**config.mk**
```make
export PLATFORM = sky130hd
export DESIGN_NAME = ram_mmio
export DESIGN_NICKNAME = d
export VERILOG_FILES = /design/src/rtl/ram_mmio.sv
export SDC_FILE = /design/constraint.sdc
export NUM_CORES = 1
export LEC_CHECK = 0
export ABC_CLOCK_PERIOD_IN_PS = 4150
export BUFFER_PORTS_ARGS = -buffer_cell sky130_fd_sc_hd__buf_4
export CORE_MARGIN = 1
export CORE_UTILIZATION = 62
export CTS_CLUSTER_DIAMETER = 80
export DETAILED_ROUTE_END_ITERATION = 6
export HOLD_SLACK_MARGIN = 0.05
export PLACE_DENSITY = 0.79
export SYNTH_ARGS = -nofsm -noshare
export SYNTH_HDL_FRONTEND = slang
export SYNTH_SLANG_ARGS = --single-unit
```
**constraint.sdc**
```tcl
create_clock -name CLK -period 4.15 [get_ports CLK]
set_input_delay 0.415 -clock CLK [delete_from_list [all_inputs] [get_ports CLK]]
set_output_delay 0.415 -clock CLK [all_outputs]
set_load 0.005 [all_outputs]
```
**src/rtl/ram_mmio.sv**
```systemverilog
// ram_mmio: a single-port word RAM with memory-mapped output registers and
// synchronised input ports, all behind one address/data access interface.
// After reset the RAM is swept to zero, one word per cycle, and BUSY is held
// during the sweep. Reads are registered (one cycle of latency). Accesses to
// addresses outside the map set a sticky error flag.
module ram_mmio #(
    parameter int DATA_W  = 16,
    parameter int ADDR_W  = 8,
    parameter int DEPTH   = 64,
    parameter int N_OUT   = 2,
    parameter int N_IN    = 2,
    parameter int IO_BASE = 64
) (
    input  logic                    CLK,
    input  logic                    RST,
    input  logic [ADDR_W-1:0]       ADDR,
    input  logic [DATA_W-1:0]       WDATA,
    input  logic                    WEN,
    input  logic                    REN,
    output logic [DATA_W-1:0]       RDATA,
    output logic                    RVALID,
    output logic                    BUSY,
    input  logic [N_IN*DATA_W-1:0]  IO_IN,
    output logic [N_OUT*DATA_W-1:0] IO_OUT,
    output logic [N_OUT-1:0]        IO_OUT_STB,
    output logic                    ADDR_ERR,
    input  logic                    ERR_CLR
);

    // ------------------------------------------------------------------
    // Derived constants. Address limits are held one bit wider than ADDR
    // so that IO_BASE+N_OUT+N_IN == 2^ADDR_W is still representable.
    // ------------------------------------------------------------------
    localparam int PTR_W     = (DEPTH > 1) ? $clog2(DEPTH) : 1;
    localparam int IN_BASE_I = IO_BASE + N_OUT;
    localparam int IN_END_I  = IN_BASE_I + N_IN;

    localparam logic [ADDR_W:0]  RAM_END  = DEPTH[ADDR_W:0];
    localparam logic [PTR_W-1:0] LAST_PTR = PTR_W'(DEPTH - 1);

    // Reject illegal parameter sets at elaboration.
    if (DEPTH < 2 || IO_BASE < DEPTH || N_OUT < 1 || N_IN < 1 ||
        IN_END_I > (1 << ADDR_W)) begin : g_param_err
        $error("ram_mmio: illegal parameter combination");
    end

    // ------------------------------------------------------------------
    // Clear-sweep FSM
    // ------------------------------------------------------------------
    typedef enum logic {
        ST_CLEAR = 1'b0,
        ST_READY = 1'b1
    } state_t;

    state_t           state_q, state_d;
    logic [PTR_W-1:0] ptr_q, ptr_d;
    logic             busy;

    // State and sweep pointer registers; reset restarts the sweep at word 0.
    always_ff @(posedge CLK) begin
        if (RST) begin
            state_q <= ST_CLEAR;
            ptr_q   <= '0;
        end else begin
            state_q <= state_d;
            ptr_q   <= ptr_d;
        end
    end

    // Next-state logic: walk ptr through every RAM word, then go READY.
    always_comb begin
        state_d = state_q;
        ptr_d   = ptr_q;
        busy    = 1'b0;
        case (state_q)
            ST_CLEAR: begin
                busy = 1'b1;
                if (ptr_q == LAST_PTR) begin
                    state_d = ST_READY;
                    ptr_d   = '0;
                end else begin
                    ptr_d = ptr_q + 1'b1;
                end
            end
            ST_READY: begin
                busy = 1'b0;
            end
            default: begin
                state_d = ST_CLEAR;
                ptr_d   = '0;
            end
        endcase
    end

    // Accesses only count once the sweep has finished.
    logic ready;
    logic rd_en;
    logic wr_en;
    logic clr_en;

    assign ready  = (state_q == ST_READY);
    assign rd_en  = REN & ready;
    assign wr_en  = WEN & ready;
    assign clr_en = ERR_CLR & ready;

    // ------------------------------------------------------------------
    // Address decode at full width: anything >= DEPTH never aliases into
    // the RAM because the upper address bits take part in the compare.
    // ------------------------------------------------------------------
    logic [ADDR_W:0]   addr_x;
    logic              ram_hit;
    logic [N_OUT-1:0]  out_hit;
    logic [N_IN-1:0]   in_hit;
    logic              mapped;

    assign addr_x  = {1'b0, ADDR};
    assign ram_hit = (addr_x < RAM_END);
    assign mapped  = ram_hit | (|out_hit) | (|in_hit);

    // Read data contributions from the IO side; each term is zero unless
    // its own address is selected, so they can simply be OR-ed together.
    logic [DATA_W-1:0] out_term [N_OUT];
    logic [DATA_W-1:0] in_term  [N_IN];

    // ------------------------------------------------------------------
    // Output registers
    // ------------------------------------------------------------------
    for (genvar gi = 0; gi < N_OUT; gi++) begin : g_out
        localparam int              OA_I = IO_BASE + gi;
        localparam logic [ADDR_W:0] OA   = OA_I[ADDR_W:0];

        logic [DATA_W-1:0] out_q;

        assign out_hit[gi] = (addr_x == OA);
        assign out_term[gi] = out_hit[gi] ? out_q : '0;
        assign IO_OUT[gi*DATA_W +: DATA_W] = out_q;

        // Output register j loads WDATA on a qualified write to its address.
        always_ff @(posedge CLK) begin
            if (RST) begin
                out_q <= '0;
            end else if (wr_en && out_hit[gi]) begin
                out_q <= WDATA;
            end
        end
    end

    // ------------------------------------------------------------------
    // Input ports, each behind a two-flop synchroniser
    // ------------------------------------------------------------------
    for (genvar gi = 0; gi < N_IN; gi++) begin : g_in
        localparam int              IA_I = IN_BASE_I + gi;
        localparam logic [ADDR_W:0] IA   = IA_I[ADDR_W:0];

        logic [DATA_W-1:0] sync1_q;
        logic [DATA_W-1:0] sync2_q;

        assign in_hit[gi]  = (addr_x == IA);
        assign in_term[gi] = in_hit[gi] ? sync2_q : '0;

        // Two-stage synchroniser; software only ever sees the second stage.
        always_ff @(posedge CLK) begin
            if (RST) begin
                sync1_q <= '0;
                sync2_q <= '0;
            end else begin
                sync1_q <= IO_IN[gi*DATA_W +: DATA_W];
                sync2_q <= sync1_q;
            end
        end
    end

    // Merge the IO read sources; unmapped and RAM addresses give zero here.
    logic [DATA_W-1:0] io_rd_d;

    always_comb begin
        io_rd_d = '0;
        for (int j = 0; j < N_OUT; j++) begin
            io_rd_d = io_rd_d | out_term[j];
        end
        for (int k = 0; k < N_IN; k++) begin
            io_rd_d = io_rd_d | in_term[k];
        end
    end

    // ------------------------------------------------------------------
    // RAM: one write port (shared between sweep and user writes) and one
    // registered read port. The read and write in the same edge naturally
    // give read-before-write because both are non-blocking.
    // ------------------------------------------------------------------
    logic [DATA_W-1:0] mem_q [DEPTH];
    logic [DATA_W-1:0] ram_rd_q;
    logic              ram_we;
    logic [PTR_W-1:0]  ram_waddr;
    logic [DATA_W-1:0] ram_wdata;
    logic              ram_re;
    logic [PTR_W-1:0]  ram_raddr;

    // Select the write source: zero from the sweep, or user data when ready.
    always_comb begin
        ram_we    = 1'b0;
        ram_waddr = ADDR[PTR_W-1:0];
        ram_wdata = WDATA;
        if (busy) begin
            ram_we    = ~RST;
            ram_waddr = ptr_q;
            ram_wdata = '0;
        end else if (wr_en && ram_hit) begin
            ram_we = ~RST;
        end
    end

    assign ram_re    = rd_en & ram_hit & ~RST;
    assign ram_raddr = ADDR[PTR_W-1:0];

    // Block RAM body: synchronous write, registered read.
    always_ff @(posedge CLK) begin
        if (ram_we) begin
            mem_q[ram_waddr] <= ram_wdata;
        end
        if (ram_re) begin
            ram_rd_q <= mem_q[ram_raddr];
        end
    end

    // ------------------------------------------------------------------
    // Read response, strobes and the sticky error flag
    // ------------------------------------------------------------------
    logic              rvalid_q;
    logic              rsel_ram_q;
    logic [DATA_W-1:0] io_rd_q;
    logic [N_OUT-1:0]  stb_q, stb_d;
    logic              err_q, err_d;

    assign stb_d = out_hit & {N_OUT{wr_en}};
    // A new unmapped access wins over a coincident clear.
    assign err_d = (err_q & ~clr_en) | ((rd_en | wr_en) & ~mapped);

    // Response registers; the source select only moves on a real read so
    // RDATA keeps its last value between reads.
    always_ff @(posedge CLK) begin
        if (RST) begin
            rvalid_q   <= 1'b0;
            rsel_ram_q <= 1'b0;
            io_rd_q    <= '0;
            stb_q      <= '0;
            err_q      <= 1'b0;
        end else begin
            rvalid_q <= rd_en;
            stb_q    <= stb_d;
            err_q    <= err_d;
            if (rd_en) begin
                rsel_ram_q <= ram_hit;
                io_rd_q    <= io_rd_d;
            end
        end
    end

    assign RDATA      = rsel_ram_q ? ram_rd_q : io_rd_q;
    assign RVALID     = rvalid_q;
    assign BUSY       = busy;
    assign IO_OUT_STB = stb_q;
    assign ADDR_ERR   = err_q;

endmodule

```
# After elaboration in Yosys (flattened, before gate mapping)
# Memories as Yosys holds them, arrays and structs flattened. A register that Yosys moved wholly into a read port is not among the register bits.
# Cells that the tools add are included.
totals:
  reg_bits: 124
  mem_bits_rw: 1024
  input_bits: 61
  out_inout_bits: 53
  wordCells: 60
  memories: 1
classes:
  addsub: 1
  n_lt_le_gt_ge: 1
  eq_ne: 5
  muxes: 15
  n_bitwise: 19
  reduce_logical: 5
memory_table:
  columns: ["memory", "depth", "width", "rd", "rd_ports_with_merged_regs", "write_ports", "line", "text"]
  rows:
  - ["mem_q", 64, 16, 1, 1, 1, "191", "logic [DATA_W-1:0] mem_q [DEPTH];"]
op_table:
  columns: ["op", "count"]
  rows:
  - ["$mux 16", 6]
  - ["$or 16x16->16", 3]
  - ["$eq 8x7->1 const B", 4]
  - ["$mux 6", 2]
  - ["$lt 8x7->1 const B", 1]
  - ["$and 1x1->1", 7]
  - ["$add 6x1->6 const B", 1]
  - ["$eq 6x6->1 const B", 1]
  - ["$mux 1", 6]
  - ["$not 1->1", 4]
  - ["$or 1x1->1", 4]
  - ["$reduce_or 2->1", 2]
  - ["$logic_and 1x1->1", 3]
  - ["$and 2x2->2", 1]
  - ["$pmux 1 s2", 1]

# Logic depth before layout (Yosys ltp)
logic_depth:
  ltp_word: 7
  mapped_depth: 10
  mapped_depth_nobuf: 5

# Worst setup path before layout
# No wires, ideal clock.
synth_timing:
  path_kind: "flip-flop to flip-flop"
  start: "register state_q, in the netlist ready"
  end: "register ram_rd_q[0], read port of mem_q, enable pin"
  setup_time_ns: 0.435
  arrival_ns: 2.548
  slack_ns: 1.167
  path_stages_with_launch: 5
  period_less_slack_ns: 2.983
  path_cell_list: "dfxtp_1 -> clkbuf_1 -> clkbuf_1 -> nand2_1 -> nor4_1"
synth_between:
  elab_chain_len: 3
synth_rtl:
  columns: ["item", "line", "text"]
  rows:
  - ["start: declaration", "55", "state_t state_q, state_d;"]
  - ["start signal: assignment", "65", "state_q <= state_d;"]
  - ["$and 1x1->1", "102", "assign rd_en = REN & ready;"]
  - ["$and 1x1->1 (2 in a row)", "213", "assign ram_re = rd_en & ram_hit & ~RST;"]
  - ["named net ram_re", "196", "logic ram_re;"]
  - ["end: declaration", "192", "logic [DATA_W-1:0] ram_rd_q;"]
# The timed path passes the listed nets, and every way through them passes these cells.
# A chain may end at the register's enable or synchronous reset.

# Worst setup path after layout
layout_timing:
  start: "register state_q, in the netlist ready"
  end: "memory mem_q[50][12], enable pin"
layout_between:
  elab_chain_len: 6
  word_cells_on_any_way: 9
  classes_between: "6 x mux; 2 x bitwise; 1 x reduce/logical"
layout_rtl:
  columns: ["item", "line", "text"]
  rows:
  - ["$and 1x1->1", "103", "assign wr_en = WEN & ready;"]
  - ["$logic_and 1x1->1", "208", "end else if (wr_en && ram_hit) begin"]
  - ["$mux 1", "208", null]
  - ["$mux 1", "204", "if (busy) begin"]
  - ["$mux 1", "218", "if (ram_we) begin"]
  - ["$mux 1 (implied by the code)", "219", "mem_q[ram_waddr] <= ram_wdata;"]
  - ["end: declaration", "191", null]
# Several ways; a longest one is shown, not always the timed one.

==> results.toml <==
[final_layout]
syn_to_final_growth_pct = 14.5
utilization_pct = 71.8
final_layout_size_suffix_gt1_share_pct = 25.6
n_fill_cell = 3922
final_nets = 2645

[worst_setup_path]
path_max_fanout = 27
critPathKind = "flop to flop"
startpoint_type = "flop"
crit_arrival_ps = 3490
cp.buffers_inverters = 2
rrSetupSlack_ps = 980
crit_family = "simple AND/OR/NAND/NOR gates"
slowest_stage = "dfxtp_1"
critical_path_required_ps = 4470
crit_path_frequent_cell = "buf_4"
worstSetupEndpointType = "flop"
slowest_delay_ps = 760
path_cells = "buf_4, nand4_1, a21oi_1, nand2_1, nor2_1, buf_4"

[synth]
synth_simple_gate_area_share_pct = 3.85
ys_seq_area_share_pct = 75.2
synth_nets = 2376
synthFlopType = "edfxtp_1"
syn_area_sq_mm = 0.0448
synth_top_family_by_area = "multiplexers"
synth_edf_count = 1040
synth_cell_types = 54
muxShareOfSynthArea_pct = 15.6
yosys_warnings = 0
synth_fa_ha_area_share_pct = 0.0279
synth-async-reset-ratio_pct = 0
avgSynthCellArea_sq_um = 19.4
ys_ff_latch = 1164
syn_inst = 2314
synth_xor_area_share_pct = 0.0782
synth-compound-area-share_pct = 3.45

[drt]
first_pass_iters = 6
wl_met2_mm = 54.4
wirelength_mm = 113
drtIter0Drc = 3796
met3_length_mm = 14.1
wl_per_cell_um = 31.2
antenna_left = 0
routed_via_density = 6.78
top_layer = "met5"
drc = 0
vias = 24600
m1WireLength_mm = 40.6

[power]
p_total_mw = 23.7
power_leakage_nw = 16.8
p_per_area_mw_per_mm2 = 461
vdd.ir_drop.worst_mv = 0.382

[job]
max_cap_violations = 0

[clock_network]
root_buffer = "clkbuf_16"
clockBufferDepth = 3
clk_latency_ps = 670
cts_tree = "done"
cts_buffers = 111
cts_resized = 0
clk_pin_slew_worst_paths_ps = 70
cts.sinks = 1164
htreeDepth = 3
post_cts_buffers = 0
hold_buffers = 48

[timing]
period_minus_slack_ps = 3170
min_period_over_period_pct = 76.4
worstMarginPinSlew_ps = 1400
setup_tns_ps = 0
relSlewSlack_pct = 6.46
holdWs_ps = 76.8
grt_setup_unrepaired = "no"
setup_viol = 0
slew_violations = 0
finalHoldViolCount = 0
max_freq_mhz = 315
finClkSkew_ps = 34.3
setup_ws_ps = 980

[die]
design.die.area_sq_mm = 0.0733
row_count = 98
die-height_um = 271
die_width_um = 271
io_pins = 114
design.core.area_sq_mm = 0.0715
start_util_pct = 62.7

[placed_design]
io_buffers = 113
dp_hpwl_mm = 64.8
post-place-ws_ps = 766
place.gp.congestion = 0.865

[status]
status = "complete, no violations"

[global_routing]
grt_pass1_wl_mm = 166
antenna_found_initial = 5
grt_max_degree = 110
track_usage_pct = 31.2
overflow = 0
grt_pass1_vias = 24600

[min_path]
min_path_type = "input port to flop"
cell type report:
class                           instances  area (sq um)  area share (%)
Antenna cell                            1          2.50         0.00488
Timing Repair Buffer                  293          2410            4.70
Sequential cell                      1164         33700            65.7
Clock buffer                          140          2930            5.71
Inverter                                4          15.0          0.0293
Clock inverter                         66           723            1.41
Multi-Input combinational cell       1009         10300            20.1
Tap cell                              950          1190            2.32
sequential cells by signal, summed over array words and instances, names as in the netlist:
signal and cells:
io_rd_q 16, g_out.out_q 32, mem_q 1024, ram_rd_q 16, ready 1, g_in.sync1_q 32
g_in.sync2_q 32, ptr_q 6, RVALID 1, IO_OUT_STB 2, ADDR_ERR 1, rsel_ram_q 1
Yosys cell counts, types with 31 or more instances:
library cell | n | area, sq um
a21oi_1 | 33 | 165
a22oi_1 | 31 | 233
clkbuf_1 | 58 | 218
dfxtp_1 | 124 | 2480
edfxtp_1 | 1040 | 31200
mux2_2 | 47 | 529
mux2i_1 | 157 | 1570
mux4_2 | 214 | 4820
nand2_1 | 97 | 364
nor2_1 | 109 | 409
nor2b_1 | 75 | 469
o21ai_0 | 42 | 210
o22ai_1 | 31 | 194
tightest hold or removal path, cell delays in order:
cell and delay (ps):
buf_4 100, nor4_2 50, a21o_1 140
final timing paths:
path,to,cells after the start,startpoint
hold reg to reg,g_in[1].sync2_q[11],1,g_in[1].sync1_q[11]
setup / recovery,mem_q[50][12],6,ready
setup reg to reg,mem_q[50][12],6,ready
hold / removal,rsel_ram_q,3,ADDR[7]
cells by family (layout without fill, tap and decap cells):
family / after synthesis / count (layout)
AO/OA/AOI/OAI: 225 / 225
XOR/XNOR: 4 / 4
adder cells (fa/ha/maj): 1 / 1
buffers and inverters: 141 / 503
flip-flops: 1164 / 1164
multiplexers: 420 / 420
other: 0 / 1
AND/OR/NAND/NOR: 359 / 359
report_power, final:
group	total [mW]	leakage, nW	internal (mW)	switching [mW]
sequential	12.7	10.2	12.6	0.0183
clock	10.2	1.78	5.92	4.26
combinational	0.830	4.83	0.343	0.487
metrics by stage:
| stage | cell area [sq um] | std cells |
|---|---|---|
| after detailed placement | 47200 | 3372 |
| after CTS | 51300 | 3626 |
| after floorplan | 44800 | 2314 |
| final | 51300 | 3627 |
| after global routing | 51300 | 3626 |
| after global placement | 47200 | 3372 |
cells in the final DEF, fill, tap and decap left out, types with 4 or more instances in the layout:
master         synthesis  final
clkinv_2               0     20
mux2_2                47     47
buf_4                 20    236
o211ai_1               8      8
edfxtp_1            1040   1040
a221oi_1              11     11
a211oi_1              11     11
a22oi_1               31     31
nor3_1                11     11
dfxtp_1              124    124
buf_12                 1      6
o22ai_1               31     31
nor2b_1               75     75
clkbuf_16              0    113
and2_1                22      6
mux4_2               214    214
clkbuf_1              58     27
and2_2                 0     16
a211o_1                5      5
nor2_1               109    109
a311o_1                4      4
a32o_1                17     17
bufinv_16              0     15
dlygate4sd3_1          0     48
nand3_1               16     16
mux2i_1              157    157
and3_1                 6      6
nand2_1               97     97
o2111ai_1              6      6
clkinv_1               0     22
a21oi_1               33     33
a31oi_1                9      9
o221ai_1               7      7
o21ai_0               42     42
per-layer routing:
metal	vias up	track usage, %
met3	271	5.97
met2	1916	49.6
met4	2	10.9
li1	9889	-
met1	12500	44.0
met5	-	0
Note: power is estimated with default switching activity, not from simulation.
